$ cat config.mk
export PLATFORM = sky130hd
export DESIGN_NAME = gyro_integrator
export DESIGN_NICKNAME = d
export VERILOG_FILES = /design/src/rtl/gyro_pkg.sv /design/src/rtl/gyro_chan_acc.sv /design/src/rtl/gyro_integrator.sv
export SDC_FILE = /design/constraint.sdc
export NUM_CORES = 2
export LEC_CHECK = 0
export BUFFER_PORTS_ARGS = -buffer_cell sky130_fd_sc_hd__buf_2
export CORE_MARGIN = 2
export CORE_UTILIZATION = 40
export CTS_CLUSTER_SIZE = 24
export DETAILED_ROUTE_END_ITERATION = 7
export PLACE_DENSITY = 0.63
export SLEW_MARGIN = 5
export SYNTH_ARGS = -nofsm -noshare
export SYNTH_HDL_FRONTEND = slang
export SYNTH_HIERARCHICAL = 1
export SYNTH_SLANG_ARGS = --single-unit
$ cat constraint.sdc
create_clock -name clk_100mhz -period 4.44 [get_ports clk_100mhz]
set_clock_uncertainty 0.05 [all_clocks]
set_input_delay 0.888 -clock clk_100mhz [delete_from_list [all_inputs] [get_ports clk_100mhz]]
set_output_delay 0.888 -clock clk_100mhz [all_outputs]
set_load 0.01 [all_outputs]
$ cat src/rtl/gyro_pkg.sv
// Shared types and helpers for the gyro rate integrator.
package gyro_pkg;

    typedef enum logic {
        RUN = 1'b0,
        CAL = 1'b1
    } gyro_state_t;

    localparam int CH_X = 0;  // roll
    localparam int CH_Y = 1;  // pitch
    localparam int CH_Z = 2;  // yaw

    // Widest value the clamp helper accepts; callers sign-extend into it.
    localparam int SAT_W = 128;

    // Clamp a signed value to the range of an ow-bit signed number.
    function automatic logic signed [SAT_W-1:0] sat(input logic signed [SAT_W-1:0] v,
                                                    input int unsigned              ow);
        logic signed [SAT_W-1:0] hi;
        logic signed [SAT_W-1:0] lo;
        hi = (SAT_W'(1) <<< (ow - 1)) - SAT_W'(1);
        lo = ~hi;
        if (v > hi)
            return hi;
        else if (v < lo)
            return lo;
        else
            return v;
    endfunction

endpackage

$ cat src/rtl/gyro_chan_acc.sv
// One channel: window accumulator, bias calibration, snapshot and scale/saturate stage.
module gyro_chan_acc
    import gyro_pkg::*;
#(
    parameter int IN_W        = 16,
    parameter int ACC_W       = 40,
    parameter int OUT_W       = 32,
    parameter int SCALE_MUL   = 7,
    parameter int SCALE_SHIFT = 8,
    parameter int CAL_LOG2    = 10
) (
    input  logic                    clk,
    input  logic                    rst_n,
    input  logic signed [IN_W-1:0]  i_sample,
    input  logic                    i_acc_en,
    input  logic                    i_acc_clr,
    input  logic                    i_win_end,
    input  logic                    i_cal_en,
    input  logic                    i_cal_clr,
    input  logic                    i_cal_end,
    input  logic                    i_snap_ld,
    input  logic                    i_res_ld,
    output logic signed [OUT_W-1:0] o_result,
    output logic signed [IN_W-1:0]  o_bias
);

    localparam int PROD_W = ACC_W + 32;
    localparam int CAL_W  = IN_W + CAL_LOG2;
    localparam logic signed [PROD_W-1:0] MUL_S = PROD_W'(SCALE_MUL);

    logic signed [ACC_W-1:0]  r_acc;
    logic signed [ACC_W-1:0]  r_snap;
    logic signed [ACC_W-1:0]  r_snap_q;
    logic signed [CAL_W-1:0]  r_cal_acc;
    logic signed [IN_W-1:0]   r_bias;
    logic signed [OUT_W-1:0]  r_result;

    logic signed [IN_W:0]     w_delta;
    logic signed [ACC_W-1:0]  w_acc_nxt;
    logic signed [CAL_W-1:0]  w_cal_nxt;
    logic signed [PROD_W-1:0] w_prod;

    // Difference taken one bit wider so full-scale sample minus full-scale bias cannot wrap.
    assign w_delta   = {i_sample[IN_W-1], i_sample} - {r_bias[IN_W-1], r_bias};
    assign w_acc_nxt = r_acc + ACC_W'(w_delta);
    assign w_cal_nxt = r_cal_acc + CAL_W'(i_sample);
    assign w_prod    = PROD_W'(r_snap_q) * MUL_S;

    always_ff @(posedge clk or negedge rst_n) begin
        if (!rst_n) begin
            r_acc  <= '0;
            r_snap <= '0;
        end else if (i_acc_clr) begin
            r_acc <= '0;
        end else if (i_win_end) begin
            // Closing sample lands in the snapshot; next window starts empty.
            r_snap <= w_acc_nxt;
            r_acc  <= '0;
        end else if (i_acc_en) begin
            r_acc <= w_acc_nxt;
        end
    end

    always_ff @(posedge clk or negedge rst_n) begin
        if (!rst_n) begin
            r_cal_acc <= '0;
            r_bias    <= '0;
        end else if (i_cal_clr) begin
            r_cal_acc <= '0;
        end else if (i_cal_end) begin
            r_bias    <= IN_W'(w_cal_nxt >>> CAL_LOG2);
            r_cal_acc <= '0;
        end else if (i_cal_en) begin
            r_cal_acc <= w_cal_nxt;
        end
    end

    always_ff @(posedge clk or negedge rst_n) begin
        if (!rst_n) begin
            r_snap_q <= '0;
            r_result <= '0;
        end else begin
            if (i_snap_ld)
                r_snap_q <= r_snap;
            if (i_res_ld)
                r_result <= OUT_W'(sat(SAT_W'(w_prod >>> SCALE_SHIFT), OUT_W));
        end
    end

    assign o_result = r_result;
    assign o_bias   = r_bias;

endmodule

$ cat src/rtl/gyro_integrator.sv
// Multi-channel gyro rate integrator: window control FSM plus one accumulator slice per channel.
module gyro_integrator
    import gyro_pkg::*;
#(
    parameter int N_CH        = 3,
    parameter int IN_W        = 16,
    parameter int WINDOW      = 10000,
    parameter int ACC_W       = 40,
    parameter int OUT_W       = 32,
    parameter int SCALE_MUL   = 7,
    parameter int SCALE_SHIFT = 8,
    parameter int CAL_LOG2    = 10
) (
    input  logic                   clk_100mhz,
    input  logic                   rst_in,
    input  logic                   sample_valid,
    input  logic [N_CH*IN_W-1:0]   sample,
    input  logic                   clear,
    input  logic                   cal_start,
    output logic [N_CH*OUT_W-1:0]  result,
    output logic                   result_valid,
    output logic [N_CH*IN_W-1:0]   bias,
    output logic                   cal_busy,
    output logic                   cal_done
);

    localparam int CNT_W  = $clog2(WINDOW);
    localparam int STAGES = 2;

    if (WINDOW < 2) begin : g_chk_window
        $error("WINDOW must be at least 2");
    end
    if (ACC_W < IN_W + 2 + $clog2(WINDOW)) begin : g_chk_acc
        $error("ACC_W too narrow for WINDOW samples of IN_W bits");
    end
    if (ACC_W + 32 > SAT_W) begin : g_chk_prod
        $error("scaled product wider than the saturation helper");
    end
    if (CAL_LOG2 < 1) begin : g_chk_cal
        $error("CAL_LOG2 must be at least 1");
    end

    gyro_state_t          r_state;
    gyro_state_t          w_state_nxt;
    logic [CNT_W-1:0]     r_cnt;
    logic [CNT_W-1:0]     w_cnt_nxt;
    logic [CAL_LOG2-1:0]  r_cal_cnt;
    logic [CAL_LOG2-1:0]  w_cal_cnt_nxt;
    logic [STAGES:0]      r_vld_pipe;
    logic                 r_cal_done;

    logic                 w_acc_en;
    logic                 w_acc_clr;
    logic                 w_win_end;
    logic                 w_cal_en;
    logic                 w_cal_clr;
    logic                 w_cal_end;

    // cal_start outranks clear; either one swallows a same-cycle sample.
    always_comb begin
        w_state_nxt   = r_state;
        w_cnt_nxt     = r_cnt;
        w_cal_cnt_nxt = r_cal_cnt;
        w_acc_en      = 1'b0;
        w_acc_clr     = 1'b0;
        w_win_end     = 1'b0;
        w_cal_en      = 1'b0;
        w_cal_clr     = 1'b0;
        w_cal_end     = 1'b0;
        if (cal_start) begin
            w_state_nxt   = CAL;
            w_acc_clr     = 1'b1;
            w_cal_clr     = 1'b1;
            w_cnt_nxt     = '0;
            w_cal_cnt_nxt = '0;
        end else if (clear) begin
            w_state_nxt   = RUN;
            w_acc_clr     = 1'b1;
            w_cal_clr     = 1'b1;
            w_cnt_nxt     = '0;
            w_cal_cnt_nxt = '0;
        end else if (sample_valid) begin
            case (r_state)
                RUN: begin
                    w_acc_en = 1'b1;
                    if (r_cnt == CNT_W'(WINDOW - 1)) begin
                        w_win_end = 1'b1;
                        w_cnt_nxt = '0;
                    end else begin
                        w_cnt_nxt = r_cnt + CNT_W'(1);
                    end
                end
                CAL: begin
                    w_cal_en = 1'b1;
                    if (&r_cal_cnt) begin
                        w_cal_end     = 1'b1;
                        w_state_nxt   = RUN;
                        w_acc_clr     = 1'b1;
                        w_cnt_nxt     = '0;
                        w_cal_cnt_nxt = '0;
                    end else begin
                        w_cal_cnt_nxt = r_cal_cnt + CAL_LOG2'(1);
                    end
                end
                default: w_state_nxt = RUN;
            endcase
        end
    end

    always_ff @(posedge clk_100mhz or negedge rst_in) begin
        if (!rst_in) begin
            r_state    <= RUN;
            r_cnt      <= '0;
            r_cal_cnt  <= '0;
            r_vld_pipe <= '0;
            r_cal_done <= 1'b0;
        end else begin
            r_state    <= w_state_nxt;
            r_cnt      <= w_cnt_nxt;
            r_cal_cnt  <= w_cal_cnt_nxt;
            r_vld_pipe <= {r_vld_pipe[STAGES-1:0], w_win_end};
            r_cal_done <= w_cal_end;
        end
    end

    assign result_valid = r_vld_pipe[STAGES];
    assign cal_busy     = (r_state == CAL);
    assign cal_done     = r_cal_done;

    for (genvar k = 0; k < N_CH; k++) begin : g_ch
        gyro_chan_acc #(
            .IN_W        (IN_W),
            .ACC_W       (ACC_W),
            .OUT_W       (OUT_W),
            .SCALE_MUL   (SCALE_MUL),
            .SCALE_SHIFT (SCALE_SHIFT),
            .CAL_LOG2    (CAL_LOG2)
        ) u_ch (
            .clk       (clk_100mhz),
            .rst_n     (rst_in),
            .i_sample  (sample[k*IN_W +: IN_W]),
            .i_acc_en  (w_acc_en),
            .i_acc_clr (w_acc_clr),
            .i_win_end (w_win_end),
            .i_cal_en  (w_cal_en),
            .i_cal_clr (w_cal_clr),
            .i_cal_end (w_cal_end),
            .i_snap_ld (r_vld_pipe[0]),
            .i_res_ld  (r_vld_pipe[1]),
            .o_result  (result[k*OUT_W +: OUT_W]),
            .o_bias    (bias[k*IN_W +: IN_W])
        );
    end

endmodule

==> results.json <==
{
  "cts_root_buf": "clkbuf_16",
  "setup.worst_path.start_class": "flop",
  "fmax_mhz": 232,
  "viasPerCell": 5.10,
  "p_int_uw": 9980,
  "dr.first_iter.drc_count": 1897,
  "core_sq_um": 118000,
  "peakVddDrop_mv": 0.261,
  "htree_levels": 3,
  "synthCells": 5216,
  "grt_use_total_pct": 19.1,
  "die_area_sq_um": 123000,
  "nNetsFinal": 6265,
  "synth_common_cells": "998 x inv_1, 611 x dfrtp_1, 441 x ha_1",
  "min_path_type": "input pin to async pin",
  "async_reset_ff_share_pct": 100,
  "fin_crit_sh_pct": 96.9,
  "path_class": "flop to flop",
  "synth_nets": 5941,
  "rrSetupSlack_ns": 0.14,
  "grt-ovfl-total": 0,
  "ys_types": 111,
  "finalSetupViolations": 0,
  "p_switching_uw": 3870,
  "ys_ff_latch": 611,
  "worstReg2RegEnd": "g_ch[0].u_ch/o_result[9]$_DFFE_PN0P_",
  "wl_um": 116000,
  "pwr-share-clk_pct": 44.2,
  "powerDensity_nw_per_um2": 251,
  "cp_slowest_cell": "fa_1",
  "clockBufferDepth": 3,
  "dp_hpwl_um": 88700,
  "yosys_warnings": 6,
  "cts_tree": "yes",
  "drive_gt1_share_pct": 15.7,
  "pin_count": 200,
  "period_minus_slack_ns": 4.30,
  "grt_max_degree": 107,
  "slowest_delay_ns": 0.51,
  "synth_area_sq_um": 47900,
  "reg2regPathDepth": 19,
  "drtAntennaViolNets": 0,
  "post_dp_cell_area_sq_um": 52200,
  "finalHoldViolations": 0,
  "hold-worst-slack_ns": 0.216,
  "yosys.area.top_type_share_pct": 31.9,
  "drv_slew": 0,
  "synth_edf_count": 0,
  "vias": 36700,
  "netlist_top_cells_area": "dfrtp_1 32%, ha_1 12%, fa_1 9.7%",
  "p_comb_share_pct": 15.0,
  "p_leak_uw": 0.0283,
  "clock_latency_ns": 0.65,
  "grt_pass1_wl_um": 192000,
  "initial_core_util_pct": 40.5,
  "cts.sinks": 611,
  "place_congestion": 0.881,
  "max-slew-margin-rel_pct": 21.3,
  "rr_startpoint": "g_ch[0].u_ch/r_snap_q[5]$_DFFE_PN0P_",
  "switching_share_pct": 27.9,
  "io_buffer_count": 199,
  "yosys.area.top_type": "dfrtp_1",
  "synthFlopType": "dfrtp_1",
  "fin_util_pct": 46.6,
  "drv_cap": 0,
  "status": "completed",
  "seqPwrFrac_pct": 40.8,
  "stdcell_area_sq_um": 55100,
  "dieWidth_um": 350,
  "area_growth_pct": 15.1,
  "cp_max_fo": 8,
  "cp.required_ns": 4.96,
  "worst_pin_slew_ns": 1.17,
  "drc": 0,
  "antenna_found_initial": 3,
  "cp_cell_sequence": "ha_1 -> inv_1 -> fa_1 -> inv_1 -> ha_1 -> o21ai_1 -> o21ai_0 -> a21oi_2 -> o21ai_1 -> nor3b_2 -> buf_4 -> or2_2 -> a21oi_2 -> xnor2_1 -> nand3_1 -> o31ai_4 -> buf_4 -> clkbuf_16 -> a221o_1",
  "worstPathArrival_ns": 4.82,
  "yosysSeqAreaShare_pct": 31.9,
  "post_drt_wl_per_cell_um": 16.1,
  "row_count": 126,
  "avgSynthCellArea_sq_um": 9.18,
  "synthMostInstantiatedCell": "inv_1",
  "clkTransAtPathRegs_ns": 0.06,
  "cts_made_buffers": 74,
  "endpoint_kind": "flop",
  "drt_pass1_iterations": 5,
  "die_h_um": 350,
  "first_global_vias": 37000
}
[metrics by stage]
stage	setup TNS, ns	total power (uW)	std cells	setup WS (ns)
after floorplan	-1.09	7070	5216	-0.247
after global placement	-3.94	7800	7050	-0.274
after detailed placement	-5.01	7830	7050	-0.303
after CTS	0	14100	7183	0.00936
after global routing	-2.80	14500	7199	-0.0871
final	0	13800	7199	0.139
[placed cells by master, fill, tap and decap left out, types with 20 or more instances in the layout]
| cell type | n |
|---|---|
| nand3_1 | 64 |
| inv_1 | 992 |
| dfrtp_1 | 604 |
| buf_4 | 184 |
| a22o_1 | 106 |
| a221o_1 | 34 |
| xor2_1 | 113 |
| nand2_1 | 431 |
| a21oi_2 | 48 |
| buf_2 | 198 |
| a21oi_1 | 245 |
| a31oi_1 | 47 |
| fa_1 | 231 |
| nor2_1 | 185 |
| o21ai_1 | 49 |
| nor3_1 | 38 |
| o21a_1 | 32 |
| a211oi_1 | 20 |
| a21o_1 | 135 |
| mux2_2 | 126 |
| and2_1 | 27 |
| o21bai_1 | 40 |
| xnor2_1 | 182 |
| ha_1 | 428 |
| clkbuf_16 | 78 |
| mux2i_1 | 24 |
| o311ai_1 | 23 |
| and3_1 | 32 |
| nor2b_1 | 33 |
| nand4_1 | 41 |
| o21ai_0 | 328 |
| nand2b_1 | 34 |
[sequential cells by signal, indices dropped and copies added (netlist names)]
name                 flops
cal_busy                 1
g_ch.u_ch/r_cal_acc     78
r_cnt                   14
r_vld_pipe               3
g_ch.u_ch/o_bias        48
g_ch.u_ch/r_acc        120
g_ch.u_ch/r_snap       120
cal_done                 1
g_ch.u_ch/o_result      96
g_ch.u_ch/r_snap_q     120
r_cal_cnt               10
[worst max-delay path: cells and delay by family (launching register included)]
kind            cells  cell delay, ns
compound gates      7            1.23
fa+ha+maj           3            1.12
flops               1            0.44
xor+xnor            1            0.15
buf+inv             5            0.56
simple gates        3            0.67
[per-layer routing]
layer	up-vias	part of all wire (%)	GRT usage, %
met1	17700	47	26.0
met4	0	2.2	4.92
met3	145	4.0	2.87
met2	584	47	31.6
met5	-	0	0
li1	18300	-	-
[power by group through the flow]
stage               logic, uW  registers (uW)  clock network [uW]
floorplan                1320            5750                   0
global placement         2050            5750                   0
detailed placement       2080            5750                   0
CTS                      2090            5650                6320
global route             2330            5650                6540
finish                   2080            5650                6120
[worst max-delay path by stage]
stage                                       endpoint                                   from  cells after the start
2_1_floorplan    g_ch[0].u_ch/r_snap[33]$_DFFE_PN0P_                             sample[15]                     15
3_3_place_gp      g_ch[0].u_ch/r_acc[38]$_DFFE_PN0P_                              sample[1]                     19
5_1_grt        g_ch[0].u_ch/o_result[26]$_DFFE_PN0P_   g_ch[0].u_ch/r_snap_q[5]$_DFFE_PN0P_                     19
6_report        g_ch[0].u_ch/o_result[9]$_DFFE_PN0P_   g_ch[0].u_ch/r_snap_q[5]$_DFFE_PN0P_                     19
4_1_cts        g_ch[2].u_ch/o_result[11]$_DFFE_PN0P_  g_ch[2].u_ch/r_snap_q[18]$_DFFE_PN0P_                     16
3_5_place_dp      g_ch[0].u_ch/r_acc[38]$_DFFE_PN0P_                              sample[1]                     19
[area by class of cell]
class | count | area [sq um]
Multi-Input combinational cell | 3447 | 28800
Sequential cell | 611 | 15300
Fill cell | 11300 | 63300
Timing Repair Buffer | 407 | 2870
Clock buffer | 104 | 2180
Antenna cell | 2 | 5.00
Tap cell | 1600 | 2000
Clock inverter | 29 | 273
Inverter | 999 | 3760
[logic make-up (layout without fill, tap and decap cells)]
| group | after synthesis | count (layout) | share of synthesized area (%) |
|---|---|---|---|
| AOI/OAI and AO/OA | 1338 | 1338 | 18.9 |
| buffers and inverters | 1158 | 1539 | 9.34 |
| and+or+nand+nor | 988 | 988 | 9.69 |
| adders and majority gates | 672 | 672 | 21.2 |
| DFF | 611 | 611 | 31.9 |
| xor gates and xnor gates | 299 | 299 | 5.48 |
| muxes | 150 | 150 | 3.46 |
| other | 0 | 2 | 0 |
[timing repair]
action | CTS | global route
hold buffers | 0 | 0
endpoints found under the setup margin | 31 | 93
gates cloned | 0 | 5
resized for setup | 1 | 68
pin swaps | 0 | 19
buffers inserted | 0 | 9
Note: power is estimated with default switching activity, not from simulation.
